===== config.mk =====
export PLATFORM = sky130hd
export DESIGN_NAME = pc_redirect_ctrl
export DESIGN_NICKNAME = d
export VERILOG_FILES = /design/src/rtl/pc_redirect_ctrl.sv
export SDC_FILE = /design/constraint.sdc
export NUM_CORES = 1
export LEC_CHECK = 0
export CAP_MARGIN = 20
export CORE_ASPECT_RATIO = 1.5
export CORE_MARGIN = 1.5
export CORE_UTILIZATION = 55
export CTS_CLUSTER_SIZE = 10
export DETAILED_ROUTE_END_ITERATION = 10
export DONT_BUFFER_PORTS = 1
export GPL_ROUTABILITY_DRIVEN = 0
export PLACE_DENSITY = 0.78
export SLEW_MARGIN = 20
export SYNTH_ARGS = -nofsm -noshare
export SYNTH_HDL_FRONTEND = slang
export SYNTH_SLANG_ARGS = --single-unit

===== constraint.sdc =====
create_clock -name clk_i -period 2.41 [get_ports clk_i]
set_input_delay 0.482 -clock clk_i [delete_from_list [all_inputs] [get_ports clk_i]]
set_output_delay 0.482 -clock clk_i [all_outputs]
set_load 0.01 [all_outputs]

===== src/rtl/pc_redirect_ctrl.sv =====
// Fetch-PC redirect sequencer: drives the PC mux selects, per-stage stall/flush controls,
// the trap-entry drain FSM and saturating redirect/stall performance counters.
module pc_redirect_ctrl #(
   parameter int unsigned DRAIN_MAX = 16,
   parameter int unsigned CNT_W     = 32
) (
   input  logic             clk_i,
   input  logic             rst_i,
   input  logic             trap_req_i,
   input  logic             mem_busy_i,
   input  logic             if_stall_req_i,
   input  logic             load_use_i,
   input  logic             valid_exe_i,
   input  logic             br_taken_exe_i,
   input  logic             j_taken_exe_i,
   input  logic             pred_taken_exe_i,
   output logic             stall_o,
   output logic             switch_mode_o,
   output logic [1:0]       exe_change_o,
   output logic             stall_if_id_o,
   output logic             flush_if_id_o,
   output logic             flush_id_exe_o,
   output logic             flush_exe_mem_o,
   output logic             trap_ack_o,
   output logic             drain_timeout_o,
   output logic [CNT_W-1:0] redirect_cnt_o,
   output logic [CNT_W-1:0] stall_cnt_o
);

   localparam int unsigned DrainW = (DRAIN_MAX > 1) ? $clog2(DRAIN_MAX) : 1;
   localparam logic [DrainW-1:0] DrainLast = DrainW'(DRAIN_MAX - 1);

   localparam logic [1:0] ExePc4  = 2'b00;
   localparam logic [1:0] ExeAlu  = 2'b10;
   localparam logic [1:0] ExeNone = 2'b11;

   typedef enum logic [1:0] {StNormal, StDrain, StRedirect} state_e;

   state_e            state_q, state_d;
   logic [DrainW-1:0] drain_cnt_q, drain_cnt_d;
   logic              drain_timeout_q, drain_timeout_d;
   logic [CNT_W-1:0]  redirect_cnt_q, redirect_cnt_d;
   logic [CNT_W-1:0]  stall_cnt_q, stall_cnt_d;

   logic actual_taken;
   logic mispredict;

   assign actual_taken = br_taken_exe_i | j_taken_exe_i;
   assign mispredict   = valid_exe_i & (actual_taken != pred_taken_exe_i);

   always_ff @(posedge clk_i) begin
      if (rst_i) begin
         state_q         <= StNormal;
         drain_cnt_q     <= '0;
         drain_timeout_q <= 1'b0;
         redirect_cnt_q  <= '0;
         stall_cnt_q     <= '0;
      end else begin
         state_q         <= state_d;
         drain_cnt_q     <= drain_cnt_d;
         drain_timeout_q <= drain_timeout_d;
         redirect_cnt_q  <= redirect_cnt_d;
         stall_cnt_q     <= stall_cnt_d;
      end
   end

   always_comb begin
      state_d         = state_q;
      drain_cnt_d     = drain_cnt_q;
      drain_timeout_d = drain_timeout_q;
      unique case (state_q)
         StNormal: begin
            if (trap_req_i) begin
               state_d = mem_busy_i ? StDrain : StRedirect;
            end
         end
         StDrain: begin
            if (!mem_busy_i || (drain_cnt_q == DrainLast)) begin
               state_d     = StRedirect;
               drain_cnt_d = '0;
               // Leaving with memory still busy means the wait expired.
               if (mem_busy_i) begin
                  drain_timeout_d = 1'b1;
               end
            end else begin
               drain_cnt_d = drain_cnt_q + DrainW'(1);
            end
         end
         StRedirect: state_d = StNormal;
         default:    state_d = StNormal;
      endcase
   end

   always_comb begin
      stall_o         = 1'b0;
      switch_mode_o   = 1'b0;
      exe_change_o    = ExeNone;
      stall_if_id_o   = 1'b0;
      flush_if_id_o   = 1'b0;
      flush_id_exe_o  = 1'b0;
      flush_exe_mem_o = 1'b0;
      trap_ack_o      = 1'b0;
      if (!rst_i) begin
         unique case (state_q)
            StNormal: begin
               if (trap_req_i) begin
                  stall_o         = 1'b1;
                  flush_if_id_o   = 1'b1;
                  flush_id_exe_o  = 1'b1;
                  flush_exe_mem_o = 1'b1;
               end else if (mem_busy_i) begin
                  // Redirect waits: the branch stays in EXE while memory is busy.
                  stall_o       = 1'b1;
                  stall_if_id_o = 1'b1;
               end else if (mispredict) begin
                  exe_change_o   = actual_taken ? ExeAlu : ExePc4;
                  flush_if_id_o  = 1'b1;
                  flush_id_exe_o = 1'b1;
               end else if (load_use_i) begin
                  stall_o        = 1'b1;
                  stall_if_id_o  = 1'b1;
                  flush_id_exe_o = 1'b1;
               end else if (if_stall_req_i) begin
                  stall_o       = 1'b1;
                  flush_if_id_o = 1'b1;
               end
            end
            StDrain: begin
               stall_o         = 1'b1;
               flush_if_id_o   = 1'b1;
               flush_id_exe_o  = 1'b1;
               flush_exe_mem_o = 1'b1;
            end
            StRedirect: begin
               switch_mode_o   = 1'b1;
               trap_ack_o      = 1'b1;
               flush_if_id_o   = 1'b1;
               flush_id_exe_o  = 1'b1;
               flush_exe_mem_o = 1'b1;
            end
            default: ;
         endcase
      end
   end

   always_comb begin
      redirect_cnt_d = redirect_cnt_q;
      stall_cnt_d    = stall_cnt_q;
      if ((exe_change_o != ExeNone) && (redirect_cnt_q != '1)) begin
         redirect_cnt_d = redirect_cnt_q + CNT_W'(1);
      end
      if ((state_q == StNormal) && stall_o && (stall_cnt_q != '1)) begin
         stall_cnt_d = stall_cnt_q + CNT_W'(1);
      end
   end

   assign drain_timeout_o = drain_timeout_q;
   assign redirect_cnt_o  = redirect_cnt_q;
   assign stall_cnt_o     = stall_cnt_q;

endmodule


==> out/metrics.cfg, run 1 <==
[outcome]
run_status=finished clean

[grt]
number_of_antenna_violations_at_the_first_check_in_global_routing=0
gr-usage-all-layers_pct=27.7
grt_max_degree=69
grt_pass1_wl_mm=17.1
grt_overflow_total=0
first_global_vias=3776

[worst_hold_path]
hold_path_class=in2reg

[cts]
cts_buffers=9
cts_hold_repair.buffers=0
cts_buffer_depth=2
cts.reportedPaths.clkPinSlew_ps=70
tritoncts_clock_tree=done
cts.htree.levels=3
cts.sinks=71
clock_tree.root_cell=clkbuf_8
clk_lat_worst_skew_ps=360

[power_and_ir_drop]
part_of_the_total_power_dissipated_in_combinational_logic_pct=6.9
pwr_density_cell_mw_per_mm2=509
power.internal_w=0.00172
vdd_drop_max_mv=0.328
leakage_nw=1.48
netSwitchingPower_w=0.000553
power_switching_share_pct=24.3
seq_power_share_pct=52.1
pwr-share-clk_pct=40.9

[detailed_routing]
post_drt_via_cell_ratio=6.62
ant_nets=0
wirelength_mm=10.1
number_of_design_rule_violations_left_by_the_first_detailed_router_iteration=289
route.met2.wl_mm=5.34
routed_wirelength_normalized_by_instance_count_um=17.1
met1Wirelength_mm=3.77
firstDrtPassIters=5
num_vias=3903
maxUsedRoutingLayer=met4
drcViolationCount=0
wl_met3_um=691

[yosys]
ys.warnings.count=0
syn-mean-instance-area_um2=8.19
synthCells=478
netlist-cell-type-count=52
synth-compound-area-share_pct=22.0
yosys_register_bits=71
synth_nets=495
mux_contribution_to_synthesized_area_pct=1.98
netlist.area_leader.share_pct=36.3
post_synth_and_or_nand_nor_area_fraction_pct=31.8
synthXorXnorAreaFrac_pct=0.448
combinational_family_with_the_most_area_after_synthesis=simple AND/OR/NAND/NOR gates
arithmetic_cell_share_of_the_synthesized_area_counting_full_adders_half_adders_and_majority_gates_pct=2.24
sequential_cell_area_fraction_in_the_yosys_report_pct=36.3
async_flop_share_pct=0
post_synth_edffs=0
post_synth_instance_area_mm2=0.00391
synth.top_cells.by_area=dfxtp_1 (36%), a21oi_1 (5.9%), or4_1 (4.2%), or3_1 (4.2%), nand2_1 (3.4%)
synth_ff_type=dfxtp_1
netlist.top_cell.by_area=dfxtp_1

[job]
drv_cap=0

[critical_path]
crit_type=reg2out
path_max_fanout=4
worstPathCellList=inv_2 -> ha_2 -> nor4b_4 -> and4_4 -> inv_1 -> or3_4
cp-start-kind=flop
critical_path.slowest_cell=dfxtp_1
cp_data_arrival_time_ps=1840
critPathCaptureType=primary output
crit_required_ps=1930
critical-path-max-stage-delay_ps=350

[cells_and_area]
share_of_cells_above_drive_strength_1_pct=16.4
fin_area_mm2=0.00447
antenna_cells_inserted=0
layout-area-overhead-vs-synth_pct=14.2
design.final.nets=524

[timing]
report.final.setup_viol=0
timing.final.crit_share_pct=96.3
finClkSkew_ps=13.1
min_cycle_time_layout_ps=2320
setup_total_negative_slack_ps=0
clock.fmax_mhz=431
finalHoldViolations=0
final-max-slew-violation-count=0
tightestPinTransition_ps=770
maxSlewHeadroom_pct=48.2
rsz0062_at_grt=no

[floorplanning]
floorplan.die.width_um=71.9
std_cell_rows=37
floorplan.io_pins=84
floorplan.core_area_mm2=0.00685
initial_utilization_pct=57.1
die_area_mm2=0.00764
chipHeight_um=106

[placement]
placed_cell_area_mm2=0.00423
place_hpwl_mm=7.01
port-buffer-count=0

[power by group through the flow]
stage | clock, W | sequential [W] | combinational [W]
floorplan | 0 | 0.00122 | 0.000124
global placement | 0 | 0.00121 | 0.000149
detailed placement | 0 | 0.00121 | 0.000152
CTS | 0.000947 | 0.00119 | 0.000153
global route | 0.00100 | 0.00119 | 0.000176
finish | 0.000932 | 0.00119 | 0.000158
[cell usage after synthesis, types with 9 or more instances]
library cell	number
nor4_1	13
nor2b_1	9
o21ai_0	20
a21oi_1	46
nand4_1	20
o21a_1	9
buf_2	9
dfxtp_1	71
and4_1	11
nand3_1	24
or4_1	22
clkbuf_1	15
nor2_1	24
or3_1	26
nand2_1	35
o31ai_1	16
inv_1	13
[through the flow]
stage	util, %	std cells	power (W)	hold WS (ps)	setup slack [ps]
floorplan	-	478	0.00134	454	197
global placement	61.7	572	0.00136	466	168
detailed placement	61.7	572	0.00137	475	117
CTS	64.7	589	0.00229	173	16.6
global route	65.2	590	0.00237	164	1.46
finish	65.2	590	0.00228	207	89.7
[worst paths after layout]
check | from | end | slack, ps | cells after the start
max | state_q[0] | exe_change_o[1] | 90 | 6
min | rst_i | redirect_cnt_o[30] | 210 | 1
max reg2reg | redirect_cnt_o[30] | redirect_cnt_o[1] | 200 | 6
min reg2reg | drain_cnt_q[3] | drain_cnt_q[3] | 490 | 1
[critical path, delay by kind of cell (launching register included)]
kind                     cells  cell delay, ps
AND/OR/NAND/NOR              3             810
flip-flops                   1             350
adder cells (fa/ha/maj)      1             180
buffers and inverters        2             160
[registers in the layout, summed over array words and instances (netlist names)]
name and flops:
drain_cnt_q 4, drain_timeout_o 1, redirect_cnt_o 32, stall_cnt_o 32, state_q 2
[layout make-up]
cell class,count,area (µm²)
multi-input cells,365,2320
repair buffers,47,390
clock buffers,14,183
clock inverters,2,12.5
flip-flops and latches,71,1420
inverters,13,48.8
fillers,610,2380
well taps,78,97.6
[what timing repair did]
| action | in CTS | in global routing |
|---|---|---|
| resized for setup | 2 | 8 |
| pin swaps | 1 | 1 |
| buffers inserted | 1 | 1 |
| endpoints found under the hold margin | 0 | 0 |
| setup endpoints to repair | 1 | 11 |
[cell usage in the layout (no fill, tap or decap), types with 13 or more instances in the layout]
| cell | synthesis | final |
|---|---|---|
| a21oi_1 | 46 | 46 |
| buf_4 | 1 | 44 |
| clkbuf_8 | 0 | 13 |
| dfxtp_1 | 71 | 71 |
| nand2_1 | 35 | 35 |
| nand3_1 | 24 | 23 |
| nand4_1 | 20 | 20 |
| nor2_1 | 24 | 24 |
| nor4_1 | 13 | 13 |
| o21ai_0 | 20 | 20 |
| o31ai_1 | 16 | 16 |
| or3_1 | 26 | 25 |
| or4_1 | 22 | 22 |
[metal layers]
| layer | global-route usage (%) | vias to the layer above |
|---|---|---|
| met5 | 0 | - |
| met4 | 11.7 | 0 |
| met3 | 8.91 | 27 |
| met2 | 48.7 | 146 |
| met1 | 29.8 | 1835 |
| li1 | - | 1895 |
[cells by family after synthesis]
logic type                 count (synthesis)
xor gates and xnor gates                   2
and+or+nand+nor                          216
adders and majority gates                  7
muxes                                      7
DFF                                       71
buffers and inverters                     42
AOI/OAI and AO/OA                        133
No activity file was read; power rests on OpenSTA's default activity.
==> inputs of run 2 (changes only) <==
Settings changed: MAX_ROUTING_LAYER set to met4.
==> run 2 against run 1 <==
Worst setup slack got worse by 4.1 ps. Utilization unchanged. Combinational power about the same. Clock skew about the same. Critical path type unchanged. Register-to-register slack about the same. Critical path depth unchanged. Cell count unchanged. Sequential share of layout area unchanged. Clock-buffer cell count unchanged. Worst hold slack got worse by 6.2 ps. Die area unchanged. Sequential power about the same.
==> out/metrics.cfg, run 2 (synthesis results as in run 1) <==
[timing]
tightestPinTransition_ps=679  ; was 770 ps
final-max-slew-violation-count=0  ; unchanged
rsz0062_at_grt=no  ; unchanged
final.setup.worst_slack_ps=85.6  ; was 89.7 ps
min_cycle_time_layout_ps=2320  ; about the same
report.final.setup_viol=0  ; unchanged
setup_total_negative_slack_ps=0  ; unchanged
finClkSkew_ps=13.4  ; was 13.1 ps
timing.final.crit_share_pct=96.4  ; was 96.3%
finalHoldViolations=0  ; unchanged
clock.fmax_mhz=430  ; was 431 MHz
maxSlewHeadroom_pct=54.3  ; was 48.2%

[critical_path]
timing.reg2reg.worst_path_depth=6  ; unchanged
crit_type=reg2out  ; unchanged
reg2reg_to=redirect_cnt_o[1]  ; unchanged
cp-start-kind=flop  ; unchanged
critPathCaptureType=primary output  ; unchanged
cp_data_arrival_time_ps=1840  ; about the same
worst_r2r_startpoint=redirect_cnt_o[30]  ; unchanged
ff2ff_setup_slack_ps=190  ; was 200 ps
crit_required_ps=1930  ; about the same
path_max_fanout=4  ; unchanged

[floorplanning]
floorplan.io_pins=84  ; unchanged
floorplan.die.width_um=71.9  ; unchanged
die_area_mm2=0.00764  ; unchanged
floorplan.core_area_mm2=0.00685  ; unchanged
chipHeight_um=106  ; unchanged
std_cell_rows=37  ; unchanged
initial_utilization_pct=57.1  ; unchanged

[cts]
clock_tree.root_cell=clkbuf_8  ; unchanged
cts.sinks=71  ; unchanged
cts_buffer_depth=2  ; unchanged
cts.htree.levels=3  ; unchanged
cts.reportedPaths.clkPinSlew_ps=70  ; about the same
tritoncts_clock_tree=done  ; unchanged
cts_buffers=9  ; unchanged
cts_hold_repair.buffers=0  ; unchanged
clk_lat_worst_skew_ps=360  ; about the same

[job]
drv_cap=0  ; unchanged

[grt]
first_global_vias=3781  ; was 3776
grt_max_degree=69  ; unchanged
number_of_antenna_violations_at_the_first_check_in_global_routing=0  ; unchanged
grt_overflow_total=0  ; unchanged
grt_pass1_wl_mm=17.1  ; about the same
gr-usage-all-layers_pct=28.4  ; was 27.7%

[detailed_routing]
firstDrtPassIters=5  ; unchanged
ant_nets=0  ; unchanged
wirelength_mm=10.1  ; about the same
num_vias=3927  ; was 3903
drcViolationCount=0  ; unchanged
post_drt_via_cell_ratio=6.66  ; was 6.62
number_of_design_rule_violations_left_by_the_first_detailed_router_iteration=265  ; was 289
routed_wirelength_normalized_by_instance_count_um=17.1  ; about the same

[outcome]
run_status=finished clean  ; unchanged

[worst_hold_path]
min_from=rst_i  ; unchanged
min_to=redirect_cnt_o[30]  ; unchanged
hold_path_class=in2reg  ; unchanged
hold-path-cell-count=1  ; unchanged

[cells_and_area]
leading_cell_types_in_the_layout_fill_and_taps_excluded=dfxtp_1 (71), a21oi_1 (46), buf_4 (44)  ; unchanged
antenna_cells_inserted=0  ; unchanged
fillCellCount=610  ; unchanged
design.final.nets=524  ; unchanged
layout-area-overhead-vs-synth_pct=14.2  ; unchanged
layout.cells.most_common=dfxtp_1  ; unchanged
fin_area_mm2=0.00447  ; unchanged
share_of_cells_above_drive_strength_1_pct=16.4  ; unchanged

[placement]
port-buffer-count=0  ; unchanged
place_hpwl_mm=7.01  ; unchanged
place_ws_ps=117  ; unchanged
placed_cell_area_mm2=0.00423  ; unchanged

[power_and_ir_drop]
pwr_density_cell_mw_per_mm2=510  ; was 509 mW/mm²
leakage_nw=1.48  ; unchanged
vdd_drop_max_mv=0.333  ; was 0.328 mV

## run 2: cell counts in the layout (fill, tap and decap cells not counted)
Identical to the previous run, type by type.
## run 2: through the flow
| step | hold WS, ps | utilization [%] | total power [W] | instances |
|---|---|---|---|---|
| after floorplan | 454 | - | 0.00134 | 478 |
| after global placement | 466 | 61.7 | 0.00136 | 572 |
| after detailed placement | 475 | 61.7 | 0.00137 | 572 |
| after CTS | 173 | 64.7 | 0.00229 | 589 |
| after global routing | 164 | 65.2 | 0.00237 | 590 |
| final | 201 | 65.2 | 0.00228 | 590 |
## run 2: worst max path at each step
stage	slack, ps	start	end
2_1_floorplan	200	j_taken_exe_i	stall_cnt_o[27]
3_3_place_gp	170	j_taken_exe_i	stall_cnt_o[30]
3_5_place_dp	120	j_taken_exe_i	stall_cnt_o[27]
4_1_cts	20	state_q[1]	exe_change_o[1]
5_1_grt	1	state_q[0]	exe_change_o[1]
6_report	90	state_q[0]	exe_change_o[1]
## run 2: power breakdown
group	internal [W]	switching [W]	total, W
sequential	0.00118	0.00000640	0.00119
clock	0.000485	0.000452	0.000937
combinational	0.0000585	0.0000996	0.000158
## run 2: routing by layer
metal / routed length [µm] / track usage [%]
met5: 0 / -
met4: 284 / 11.7
met3: 652 / 8.82
met2: 5310 / 48.8
met1: 3850 / 29.8
## run 2: worst max-delay path, cell delays in order (launching register included)
cell and delay [ps]:
dfxtp_1 350, inv_2 80, ha_2 180, nor4b_4 200
and4_4 260, inv_1 80, or3_4 350
## run 2: cell type report
class,instances,area (µm²),share of cell area [%]
Multi-Input combinational cell,365,2320,51.8
Inverter,13,48.8,1.09
Clock inverter,2,12.5,0.280
Timing Repair Buffer,47,390,8.73
Tap cell,78,97.6,2.18
Sequential cell,71,1420,31.8
Clock buffer,14,183,4.09
## run 2: what timing repair did
item / CTS / global route
setup buffers: 1 / 1
resized for setup: 2 / 8
pin swaps: 1 / 1
endpoints found under the setup margin: 1 / 11
